File: src/rtl/sysbus_pkg.sv
// Shared system-bus definitions: tag layout, command encodings and the
// read-engine state type used by the bus-side units.
package sysbus_pkg;

    localparam logic       SYSBUS_READ   = 1'b1;
    localparam logic       SYSBUS_WRITE  = 1'b0;
    localparam logic [3:0] SYSBUS_MEMORY = 4'b0001;
    localparam int         LINE_BYTES    = 64;

    // Tag field layout: [12] dir, [11:8] device, [7:0] id.
    typedef struct packed {
        logic       dir;
        logic [3:0] device;
        logic [7:0] id;
    } sysbus_tag_t;

    typedef enum logic [2:0] {
        ST_IDLE,
        ST_ARB,
        ST_SEND,
        ST_RESP,
        ST_DONE
    } rd_state_t;

    function automatic sysbus_tag_t make_tag(input logic dir, input logic [3:0] device,
                                             input logic [7:0] id);
        sysbus_tag_t t;
        t.dir    = dir;
        t.device = device;
        t.id     = id;
        return t;
    endfunction

endpackage

File: src/rtl/addr_to_data_unit.sv
// Cache-line read engine: wins the system bus, issues one memory READ and
// assembles the 8-beat response into a line presented with a level ready.
module addr_to_data_unit
    import sysbus_pkg::*;
#(
    parameter int BUS_DATA_WIDTH = 64,
    parameter int BUS_TAG_WIDTH  = 13,
    parameter int ADDRESS_WIDTH  = 64,
    parameter int LINE_BEATS     = 8
) (
    input  logic                               clk,
    input  logic                               reset,
    input  logic                               enable,
    input  logic [ADDRESS_WIDTH-1:0]           addr,
    output logic                               abtr_reqcyc,
    input  logic                               abtr_grant,
    output logic                               bus_busy,
    output logic                               main_bus_reqcyc,
    output logic [BUS_DATA_WIDTH-1:0]          main_bus_req,
    output logic [BUS_TAG_WIDTH-1:0]           main_bus_reqtag,
    input  logic                               main_bus_reqack,
    input  logic                               main_bus_respcyc,
    input  logic [BUS_DATA_WIDTH-1:0]          main_bus_resp,
    output logic                               main_bus_respack,
    output logic [BUS_DATA_WIDTH*LINE_BEATS-1:0] data,
    output logic                               ready
);

    localparam int BEAT_W = (LINE_BEATS > 1) ? $clog2(LINE_BEATS) : 1;
    localparam logic [ADDRESS_WIDTH-1:0] OFFSET_MASK = ADDRESS_WIDTH'(LINE_BYTES - 1);
    localparam sysbus_tag_t READ_TAG = make_tag(SYSBUS_READ, SYSBUS_MEMORY, 8'h00);

    rd_state_t                  state, state_next;
    logic [BEAT_W-1:0]          beat_cnt;
    logic [ADDRESS_WIDTH-1:0]   line_addr;
    logic                       start;
    logic                       beat_fire;
    logic                       last_beat;

    assign start     = enable && (state == ST_IDLE || state == ST_DONE);
    assign beat_fire = (state == ST_RESP) && main_bus_respcyc;
    assign last_beat = (beat_cnt == BEAT_W'(LINE_BEATS - 1));

    // Bus-facing outputs decode straight from state so an asynchronous reset
    // releases the bus in the same cycle, and are zero when not owning it so
    // sibling units' drivers can be ORed together.
    assign abtr_reqcyc      = (state == ST_ARB) || (state == ST_SEND) || (state == ST_RESP);
    assign bus_busy         = (state == ST_SEND) || (state == ST_RESP);
    assign main_bus_reqcyc  = (state == ST_SEND);
    assign main_bus_req     = (state == ST_SEND) ? BUS_DATA_WIDTH'(line_addr) : '0;
    assign main_bus_reqtag  = (state == ST_SEND) ? BUS_TAG_WIDTH'(READ_TAG) : '0;
    assign main_bus_respack = beat_fire;
    assign ready            = (state == ST_DONE);

    always_comb begin
        // NOTE: every combinational output gets a default first so no path
        // leaves it unassigned, which would otherwise infer a latch.
        state_next = state;
        unique case (state)
            ST_IDLE, ST_DONE: if (enable)                    state_next = ST_ARB;
            ST_ARB:           if (abtr_grant)                state_next = ST_SEND;
            ST_SEND:          if (main_bus_reqack)           state_next = ST_RESP;
            ST_RESP:          if (beat_fire && last_beat)    state_next = ST_DONE;
            default:                                         state_next = ST_IDLE;
        endcase
    end

    // NOTE: sequential state uses non-blocking assignments so every register
    // samples pre-edge values regardless of statement order.
    always_ff @(posedge clk or negedge reset) begin
        if (!reset) begin
            state     <= ST_IDLE;
            beat_cnt  <= '0;
            line_addr <= '0;
            // NOTE: the line register is reset because data must read as
            // zero after reset; it is a flop array, not an inferred RAM.
            data      <= '0;
        end else begin
            state <= state_next;
            if (start) begin
                line_addr <= addr & ~OFFSET_MASK;
                beat_cnt  <= '0;
            end else if (beat_fire) begin
                data[int'(beat_cnt)*BUS_DATA_WIDTH +: BUS_DATA_WIDTH] <= main_bus_resp;
                beat_cnt <= beat_cnt + 1'b1;
            end
        end
    end

endmodule

File: config.mk
export PLATFORM = sky130hd
export DESIGN_NAME = addr_to_data_unit
export DESIGN_NICKNAME = d
export VERILOG_FILES = /design/src/rtl/sysbus_pkg.sv /design/src/rtl/addr_to_data_unit.sv
export SDC_FILE = /design/constraint.sdc
export NUM_CORES = 1
export LEC_CHECK = 0
export ABC_CLOCK_PERIOD_IN_PS = 5300
export CAP_MARGIN = 40
export CORE_AREA = 3 3 279 281
export DETAILED_ROUTE_END_ITERATION = 7
export DIE_AREA = 0 0 282 284
export MAX_ROUTING_LAYER = met4
export SKIP_LAST_GASP = 1
export SLEW_MARGIN = 20
export SYNTH_ARGS = -nofsm -noshare
export SYNTH_HDL_FRONTEND = slang
export SYNTH_SLANG_ARGS = --single-unit
File: constraint.sdc
create_clock -name clk -period 5.3 [get_ports clk]
set_input_delay 0.795 -clock clk [delete_from_list [all_inputs] [get_ports clk]]
set_output_delay 0.795 -clock clk [all_outputs]
set_load 0.02 [all_outputs]
== Yosys cells after proc, flatten, opt, wreduce, memory -nomap -nowiden ==
Index checks and enable logic that the tools add are counted.

* Register bits after elaboration: 576
* Bits in latches: 0
* RAM bits: 0
* ROM bits: 0
* Bits of input ports: 134
* Output and inout bits: 594
* Logic and storage cells: 40
* Memories: 0

* Add/sub/neg operators: 2
* Multipliers: 0
* Divide/modulo/power cells: 0
* $lt $le $gt $ge: 0
* Equality and inequality tests: 9
* Shift-type cells: 2
* Muxes and demuxes: 10
* Bitwise gates (word level): 1
* Reduce and logical (&&, ||, !) cells: 12

{| class="wikitable"
|+ Operator list
! cell !! number
|-
| $bwmux W512 || 1
|-
| $shift A64 B33 Y512 const A || 1
|-
| $shiftx A64 B33 Y512 || 1
|-
| $mux W64 || 1
|-
| $neg A9 Y33 || 1
|-
| $mux W3 || 6
|-
| $mux W13 || 1
|-
| $pmux W3 S4 || 1
|-
| $eq A3 B2 Y1 const B || 2
|-
| $eq A3 B3 Y1 const B || 2
|-
| $logic_or A1 B1 Y1 || 4
|-
| $ne A2 B1 Y1 const B || 2
|-
| $ne A2 B2 Y1 const B || 2
|-
| $reduce_and A4 Y1 || 1
|-
| $add A3 B1 Y3 const B || 1
|-
| $eq A3 B1 Y1 const B || 1
|-
| $logic_and A1 B1 Y1 || 3
|-
| $logic_not A3 Y1 || 1
|-
| $reduce_and A2 Y1 || 1
|-
| $reduce_bool A2 Y1 || 1
|-
| $reduce_or A2 Y1 || 1
|-
| $not A1 Y1 || 1
|}

== Depth between registers and ports, before layout ==
Gate-level depths: netlist of run 1.

* Depth after elaboration: 5
* Mapped depth: 10
* Mapped depth without buffers: 6

== Worst setup path before layout of run 1 ==
No wires, ideal clock.

* Kind: register -> register
* Start: register beat_cnt[0]
* End: register data[260]
* Library setup time: 0.079 ns
* Arrival time: 2.626 ns
* Required time: 5.221 ns
* Slack: 2.594 ns
* Cell stages (with the launch flop): 11
* Path buffers: 4
* Period minus slack after synthesis: 2.706 ns
* Cell sequence: dfrtp_1 > buf_2 > clkbuf_1 > inv_1 > ha_1 > ha_1 > or3b_1 > nor4_1 > buf_4 > buf_6 > mux2i_1

* Longest elaborated chain between the ends: 3
* Elaborated cells between the ends (all ways): 4
* Those cells by class: add/sub (1); shift (2); mux (1)

{| class="wikitable"
|+ RTL lines
! element !! line !! text
|-
| start: declaration || addr_to_data_unit.sv:34 || <nowiki>logic [BEAT_W-1:0] beat_cnt;</nowiki>
|-
| start signal: assignment || addr_to_data_unit.sv:85 || <nowiki>beat_cnt <= beat_cnt + 1'b1;</nowiki>
|-
| $neg A9 Y33 (*) || addr_to_data_unit.sv:84 || <nowiki>data[int'(beat_cnt)*BUS_DATA_WIDTH +: BUS_DATA_WIDTH] <= main_bus_resp;</nowiki>
|-
| $shiftx A64 B33 Y512 / $shift A64 B33 Y512 (equally long branches) || addr_to_data_unit.sv:84 ||
|-
| $bwmux W512 (*) || addr_to_data_unit.sv:84 ||
|-
| end signal: indexed assignment || addr_to_data_unit.sv:84 ||
|-
| end: declaration || addr_to_data_unit.sv:25 || <nowiki>output logic [BUS_DATA_WIDTH*LINE_BEATS-1:0] data,</nowiki>
|}

Mark *: on every way between the ends. The rest lies on a longest branch, timed or not.
A chain may end at the register's enable or synchronous reset.

== Worst setup path in the final report of run 1 ==
* Start: register state[1]
* End: output port main_bus_req[63]

* Longest elaborated chain between the ends: 2

{| class="wikitable"
|+ RTL lines
! element !! line !! text
|-
| start: declaration || addr_to_data_unit.sv:33 || <nowiki>rd_state_t state, state_next;</nowiki>
|-
| start signal: assignment || addr_to_data_unit.sv:79 || <nowiki>state <= state_next;</nowiki>
|-
| $eq A3 B2 Y1 || addr_to_data_unit.sv:50 || <nowiki>assign main_bus_req = (state == ST_SEND) ? BUS_DATA_WIDTH'(line_addr) : '0;</nowiki>
|-
| $mux W64 || addr_to_data_unit.sv:50 ||
|-
| end: declaration || addr_to_data_unit.sv:19 || <nowiki>output logic [BUS_DATA_WIDTH-1:0] main_bus_req,</nowiki>
|}

No other way between the ends.

==> impl_results.md, run 1 <==
* Sink Count at 576
* Largest net degree at the start of global routing at 124
* Worst-Skew Late Latency at 0.60 ns
* Crit path max fanout at 61
* Hold_buf cts at 0
* H-tree Lvls at 3
* DR iter-0 viols at 704
* Initial Util at 31.6%
* Crit path depth at 5
* Register area at 14400 sq um
* Nets at 2546
* Clock-pin slew on the worst setup and hold paths at 0.06 ns
* Finished layout cell area at 34300 sq um
* Final ANT Viol Nets at 0
* Synth Register Bits at 576
* Clk_skew at 0.0332 ns
* Die area at 80100 sq um
* Number of I/O pins at 728
* Setup CP Type: flip-flop to output pin
* Hold Vio Cnt, Final at 0
* Worst Path Buf+Inv at 2
* FF-to-FF path depth at 7
* Worst-Margin Slew at 1.03 ns
* Vias in the first global route at 17900
* Core Util, Final at 45.3%
* Placed Area at 32100 sq um
* Fmax achieved at 284 MHz
* Initial antenna violation count at 3
* DRT Wirelength at 82100 microns
* TritonCTS Buffers at 68
* Max-cap violations at 0
* Seq/Total Area, Yosys at 60.2%
* Post-synthesis cell count at 1691
* # DRC at 0
* Yosys Warn Count at 0
* Number of iterations in the first detailed-routing pass at 4
* Fin crit period at 3.52 ns
* Setup tns final at 0 ns
* Post-Place Cells at 3313
* Synth-to-layout area growth at 43.3%
* PD cells at 627 nW/um^2
* Finished Layout Cells at 3432
* Fin. max-slew vios at 0
* Postcts setup bufs at 0
* Gr ovfl total at 0
* Final Setup Violations at 0
* GRT Util Overall at 20.8%
* Worst path top cell family by delay: buffers and inverters
* Syn avg cell area at 14.2 sq um
* Critical Path, Cell by Cell: nand2b_1 > nor2_2 > buf_4 > and2_1 > clkdlybuf4s50_1
* Static Leak at 0.0158 uW
* Die W at 282 microns
* Vias at 16200
* Slew HR at 31.4%
* Critical path origin: state[1]$_DFFE_PN0P_
* Max IR drop VDD at 0.308 mV
* First-pass GRT wire length at 120000 microns
* Synth unique cells at 37
* Arrival time worst endpoint at 2.73 ns
* Internal reg-to-reg setup slack at 2.14 ns
* Worst EP required at 4.51 ns
* Reg2reg start: beat_cnt[1]$_DFFE_PN0P_
* Status: finished clean
* Resize count post-CTS at 0
* TritonCTS clock tree: done
* Vias per inst at 4.73
* RSZ-0062 raised after global routing: no
* Ratio of cells with drive above 1 in the final layout at 23.5%
* Fillers at 6832
* Max stage delay cell, worst path: clkdlybuf4s50_1
* CTS root buf: clkbuf_16
* Gp weighted congestion at 0.815
* Port buffer count at 704
* Max clock buf depth at 3
* Part of the cycle the worst path needs at 66.5%
* Multi-input logic area at 8700 sq um
* Synthesized area at 23900 sq um
* CP Capture Type: output pin
* Mean routed wirelength per cell at 23.9 microns
* Hold Crit Class: primary input to asynchronous set/reset pin
* Core area at 75700 sq um
* Setup crit start kind: flip-flop
* Crit path largest cell delay at 0.67 ns
* R2r endpoint: data[110]$_DFFE_PN0P_
* Die Y at 284 microns
* DP HPWL at 58200 microns
* Rows at 101
worst max-delay path by stage:
stage	end	slack, ns
3_3_place_gp	data[114]$_DFFE_PN0P_	1.87
4_1_cts	main_bus_req[63]	1.69
3_5_place_dp	data[119]$_DFFE_PN0P_	1.84
5_1_grt	main_bus_req[63]	1.57
2_1_floorplan	data[260]$_DFFE_PN0P_	2.59
6_report	main_bus_req[63]	1.78
Yosys cell counts (all sizes together):
cell type,count,area [sq um]
nand4,1,21.3
clkbuf,34,128
nor3,1,5.00
conb,1,3.75
and3b,1,8.76
nand3,4,57.6
dfrtp,576,14400
nor4b,4,50.1
a22o,2,17.5
clkinv,1,5.00
a21oi,1,5.00
nand2b,1,6.26
ha,7,87.6
mux2,507,5710
inv,69,259
nor4,1,6.26
nor2,8,30.0
o31a,1,8.76
o21ai,1,5.00
nor2b,2,12.5
mux2i,65,651
o211ai,1,7.51
buf,79,553
and2,210,1310
nand2,66,248
nand4b,1,23.8
and3,40,250
or3b,1,8.76
nor3b,3,32.5
o22ai,1,6.26
nand3b,1,7.51
stage by stage:
step | total power [uW] | hold slack [ns] | setup WS (ns)
detailed placement | 16900 | 0.480 | 1.84
finish | 21500 | 0.311 | 1.78
global route | 22600 | 0.367 | 1.57
CTS | 21800 | 0.322 | 1.69
global placement | 16700 | 0.472 | 1.87
floorplan | 11700 | 0.471 | 2.59
per-layer routing:
layer	GRT usage [%]	share of wire [%]	up-vias
li1	-	-	7137
met1	23.6	39	8401
met2	35.2	50	579
met3	6.26	7.9	125
met4	6.28	2.9	0
met5	-	0	-
kinds of logic after synthesis:
kind of cell | after synthesis | synth area share, %
flip-flops | 576 | 60.2
buffers and inverters | 183 | 3.95
AND/OR/NAND/NOR | 345 | 8.70
adder cells (fa/ha/maj) | 7 | 0.366
multiplexers | 572 | 26.6
other | 1 | 0.0157
AO/OA/AOI/OAI | 7 | 0.209
where the power goes:
part	internal, uW	switching (uW)	leakage, uW
Combinational	4520	5270	0.00709
Clock	2890	1880	0.00111
Sequential	6050	894	0.00759
cells in the final DEF (no fill, tap or decap), drive strengths merged, types with 7 or more instances in the layout:
cell,count
and2,210
and3,40
clkdlybuf4s50,703
nand2,66
clkinv,17
bufinv,8
inv,70
dfrtp,576
ha,7
mux2,507
conb,17
buf,38
nor2,8
mux2i,65
clkbuf,91
worst register-to-register path: cells and delay by family, from the launching register on:
| family | cells | cell delay (ns) |
|---|---|---|
| AO/OA/AOI/OAI | 1 | 0.38 |
| AND/OR/NAND/NOR | 1 | 0.59 |
| adder cells (fa/ha/maj) | 2 | 0.63 |
| flip-flops | 1 | 0.46 |
| multiplexers | 1 | 0.33 |
| buffers and inverters | 2 | 0.66 |
sequential cells by signal, indices dropped and copies added, names as in the netlist:
signal / cells
data: 512
line_addr: 58
beat_cnt: 3
state: 3
cell type report:
class | instances | share of cell area (%)
clock inverter | 25 | 1.10
timing repair buffer | 741 | 21.7
multi-input combinational | 948 | 25.3
sequential | 576 | 42.0
clock buffer | 91 | 5.48
tap | 978 | 3.57
antenna | 3 | 0.0219
inverter | 70 | 0.769
(Power assumes the default switching activity.)
==> inputs of run 2 (changes only) <==
--- a/config.mk
+++ b/config.mk
@@ -5,11 +5,11 @@
 export SDC_FILE = /design/constraint.sdc
 export NUM_CORES = 1
 export LEC_CHECK = 0
-export ABC_CLOCK_PERIOD_IN_PS = 5300
+export ABC_CLOCK_PERIOD_IN_PS = 3700
 export CAP_MARGIN = 40
-export CORE_AREA = 3 3 279 281
+export CORE_AREA = 3 3 282 284
 export DETAILED_ROUTE_END_ITERATION = 7
-export DIE_AREA = 0 0 282 284
+export DIE_AREA = 0 0 285 287
 export MAX_ROUTING_LAYER = met4
 export SKIP_LAST_GASP = 1
 export SLEW_MARGIN = 20
==> constraint.sdc (replaced) <==
create_clock -name clk -period 3.7 [get_ports clk]
set_input_delay 0.555 -clock clk [delete_from_list [all_inputs] [get_ports clk]]
set_output_delay 0.555 -clock clk [all_outputs]
set_load 0.02 [all_outputs]
==> impl_results.md, run 2 (synthesis gave the netlist of run 1 again) <==
* Critical Path, Cell by Cell: nand2b_1 > nor2_4 > buf_4 > and2_1 > clkdlybuf4s50_1
* FF-to-FF path depth at 7 (unchanged)
* Postcts setup bufs at 0 (unchanged)
* CTS root buf: clkbuf_16
* Reg2reg start: beat_cnt[0]$_DFFE_PN0P_
* Clk_skew at 0.0230 ns (-0.0102 ns)
* DR iter-0 viols at 574 (-18%)
* RSZ-0062 raised after global routing: no
* Mean routed wirelength per cell at 23.6 microns (-1.2%)
* Vias in the first global route at 18200 (+2.1%)
* Resize count post-CTS at 0 (unchanged)
* Vias at 16300 (+0.14%)
* Arrival time worst endpoint at 2.77 ns (+0.04 ns)
* Critical path origin: state[1]$_DFFE_PN0P_
* Slew HR at 45.0% (+14 points)
* Finished Layout Cells at 3504 (+2.1%)
* Die area at 81800 sq um (+2.1%)
* Largest register FFs at 512 (unchanged)
* Multi-input logic area at 8700 sq um (about the same)
* Fin crit period at 3.32 ns
* Initial Util at 31.0% (-0.67 points)
* Setup crit start kind: flip-flop
* Finished layout cell area at 34500 sq um (+0.45%)
* Die W at 285 microns (+1.1%)
* Worst EP required at 3.14 ns (-1.37 ns)
* Initial antenna violation count at 3 (unchanged)
* Most frequent cells in the layout: 703 x clkdlybuf4s50_1, 575 x dfrtp_1, 420 x mux2_2
* Sw frac at 37.6% (+0.13 points)
* Post-Place Cells at 3387 (+2.2%)
* Power Total at 30500 uW (+42%)
* Setup CP Type: flip-flop to output pin
* Switching Power at 11500 uW (+42%)
* Gr ovfl total at 0 (unchanged)
* DP HPWL at 59600 microns (+2.4%)
* Int Pwr at 19100 uW (+42%)
* Cell depth of the worst hold path at 1
* Status: finished clean
* Port buffer count at 704 (unchanged)
* Part of the cycle the worst path needs at 89.8%
* Nets at 2559 (+0.51%)
* Hold Crit Class: flip-flop to flip-flop
* DRT Wirelength at 82900 microns (+0.90%)
* TritonCTS Buffers at 68 (unchanged)
* Biggest register: data
* GRT Util Overall at 20.5% (-0.30 points)
* Final ANT Viol Nets at 0 (unchanged)
* Final Setup Violations at 0 (unchanged)
* Setup tns final at 0 ns (unchanged)
* Register area at 14400 sq um (unchanged)
* Fillers at 7026 (+2.8%)
* Hold_sp: data[53]$_DFFE_PN0P_
* Hold_buf cts at 1 (+1)
* Clock share of power at 21.6% (-0.6 points)
* Max IR drop VDD at 0.456 mV (+48%)
* Fin. max-slew vios at 0 (unchanged)
* # DRC at 0 (unchanged)
* Crit path largest cell delay at 0.65 ns (-0.02 ns)
* First-pass GRT wire length at 122000 microns (+1.1%)
* Sink Count at 576 (unchanged)
* Rows at 102 (+0.99%)
* Biggest regs: data (512), line_addr (58)
* Comb pwr share at 45.6% (about the same)
* Gp weighted congestion at 0.816 (about the same)
* Max clock buf depth at 3 (unchanged)
* Worst-Margin Slew at 0.825 ns (-0.203 ns)
* Static Leak at 0.0158 uW (+0.23%)
* Clock-pin slew on the worst setup and hold paths at 0.06 ns (about the same)
* Crit path max fanout at 61 (unchanged)
* Number of iterations in the first detailed-routing pass at 5 (+1)
* Worst-Skew Late Latency at 0.59 ns (about the same)
* Max stage delay cell, worst path: clkdlybuf4s50_1
* H-tree Lvls at 3 (unchanged)
* Vias per inst at 4.64 (-1.9%)
* TritonCTS clock tree: done
* Max-cap violations at 0 (unchanged)
* Number of I/O pins at 728 (unchanged)
* Ratio of cells with drive above 1 in the final layout at 23.8% (+0.25 points)
* Most common cell after layout, fill and taps aside: clkdlybuf4s50_1
* Sequential power share at 32.8% (+0.5 points)
* Fmax achieved at 301 MHz
* Synth-to-layout area growth at 44.0%
* Die Y at 287 microns (+1.1%)
* Largest net degree at the start of global routing at 85 (-31%)
* Placed Area at 32300 sq um (+0.71%)
* CP Capture Type: output pin
* PD cells at 885 nW/um^2 (+41%)
* Hold Vio Cnt, Final at 0 (unchanged)
* Core area at 77300 sq um (+2.2%)
[run 2: metrics by stage]
step                worst slack (ns)  hold slack, ns  utilization [%]
CTS                            0.288           0.489             44.6
global placement               0.837           0.470             41.7
floorplan                      0.994           0.259                -
finish                         0.378           0.485             44.6
detailed placement             0.731           0.476             41.7
global route                   0.170           0.502             44.6
[run 2: path summary, 6_finish.rpt]
path | endpoint | slack (ns)
hold reg to reg | data[53]$_DFFE_PN0P_ | 0.49
max in group asynchronous | data[454]$_DFFE_PN0P_ | 2.06
setup / recovery | main_bus_req[22] | 0.38
min in group asynchronous | data[102]$_DFFE_PN0P_ | 0.58
hold / removal | data[53]$_DFFE_PN0P_ | 0.49
setup reg to reg | data[319]$_DFFE_PN0P_ | 0.76
[run 2: area by class of cell]
class                      instances  area share [%]
sequential                       576            41.8
multi-input combinational        948            25.2
timing repair buffer             754            22.1
clock buffer                      99            5.71
tap                             1040            3.77
inverter                          70           0.766
clock inverter                    16           0.610
antenna                            1         0.00726
[run 2: power groups by stage]
stage	clock (uW)	sequential (uW)	combinational, uW
3_3_place_gp	0	9990	13900
5_1_grt	7070	10300	14700
4_1_cts	6810	10000	14200
3_5_place_dp	0	10100	14100
6_report	6590	10000	13900
2_1_floorplan	0	12300	4470
[run 2: worst max-delay path: cells and delay by family (launching register included)]
family | cells | cell delay, ns
flops | 1 | 0.52
simple gates | 3 | 0.50
buf+inv | 2 | 1.08
[run 2: metal layers]
metal	vias to the layer above	GRT usage [%]	wire (microns)
met3	144	6.28	6460
met5	-	-	0
met4	0	7.41	3120
li1	7152	-	-
met2	588	34.7	41300
met1	8381	22.9	32000
==> inputs of run 3 (changes only) <==
--- a/config.mk
+++ b/config.mk
@@ -10,6 +10,7 @@
 export CORE_AREA = 3 3 282 284
 export DETAILED_ROUTE_END_ITERATION = 7
 export DIE_AREA = 0 0 285 287
+export HOLD_SLACK_MARGIN = 0.05
 export MAX_ROUTING_LAYER = met4
 export SKIP_LAST_GASP = 1
 export SLEW_MARGIN = 20
==> results of run 3 <==
The final DEF is identical to that of run 2; final timing and power are the same.
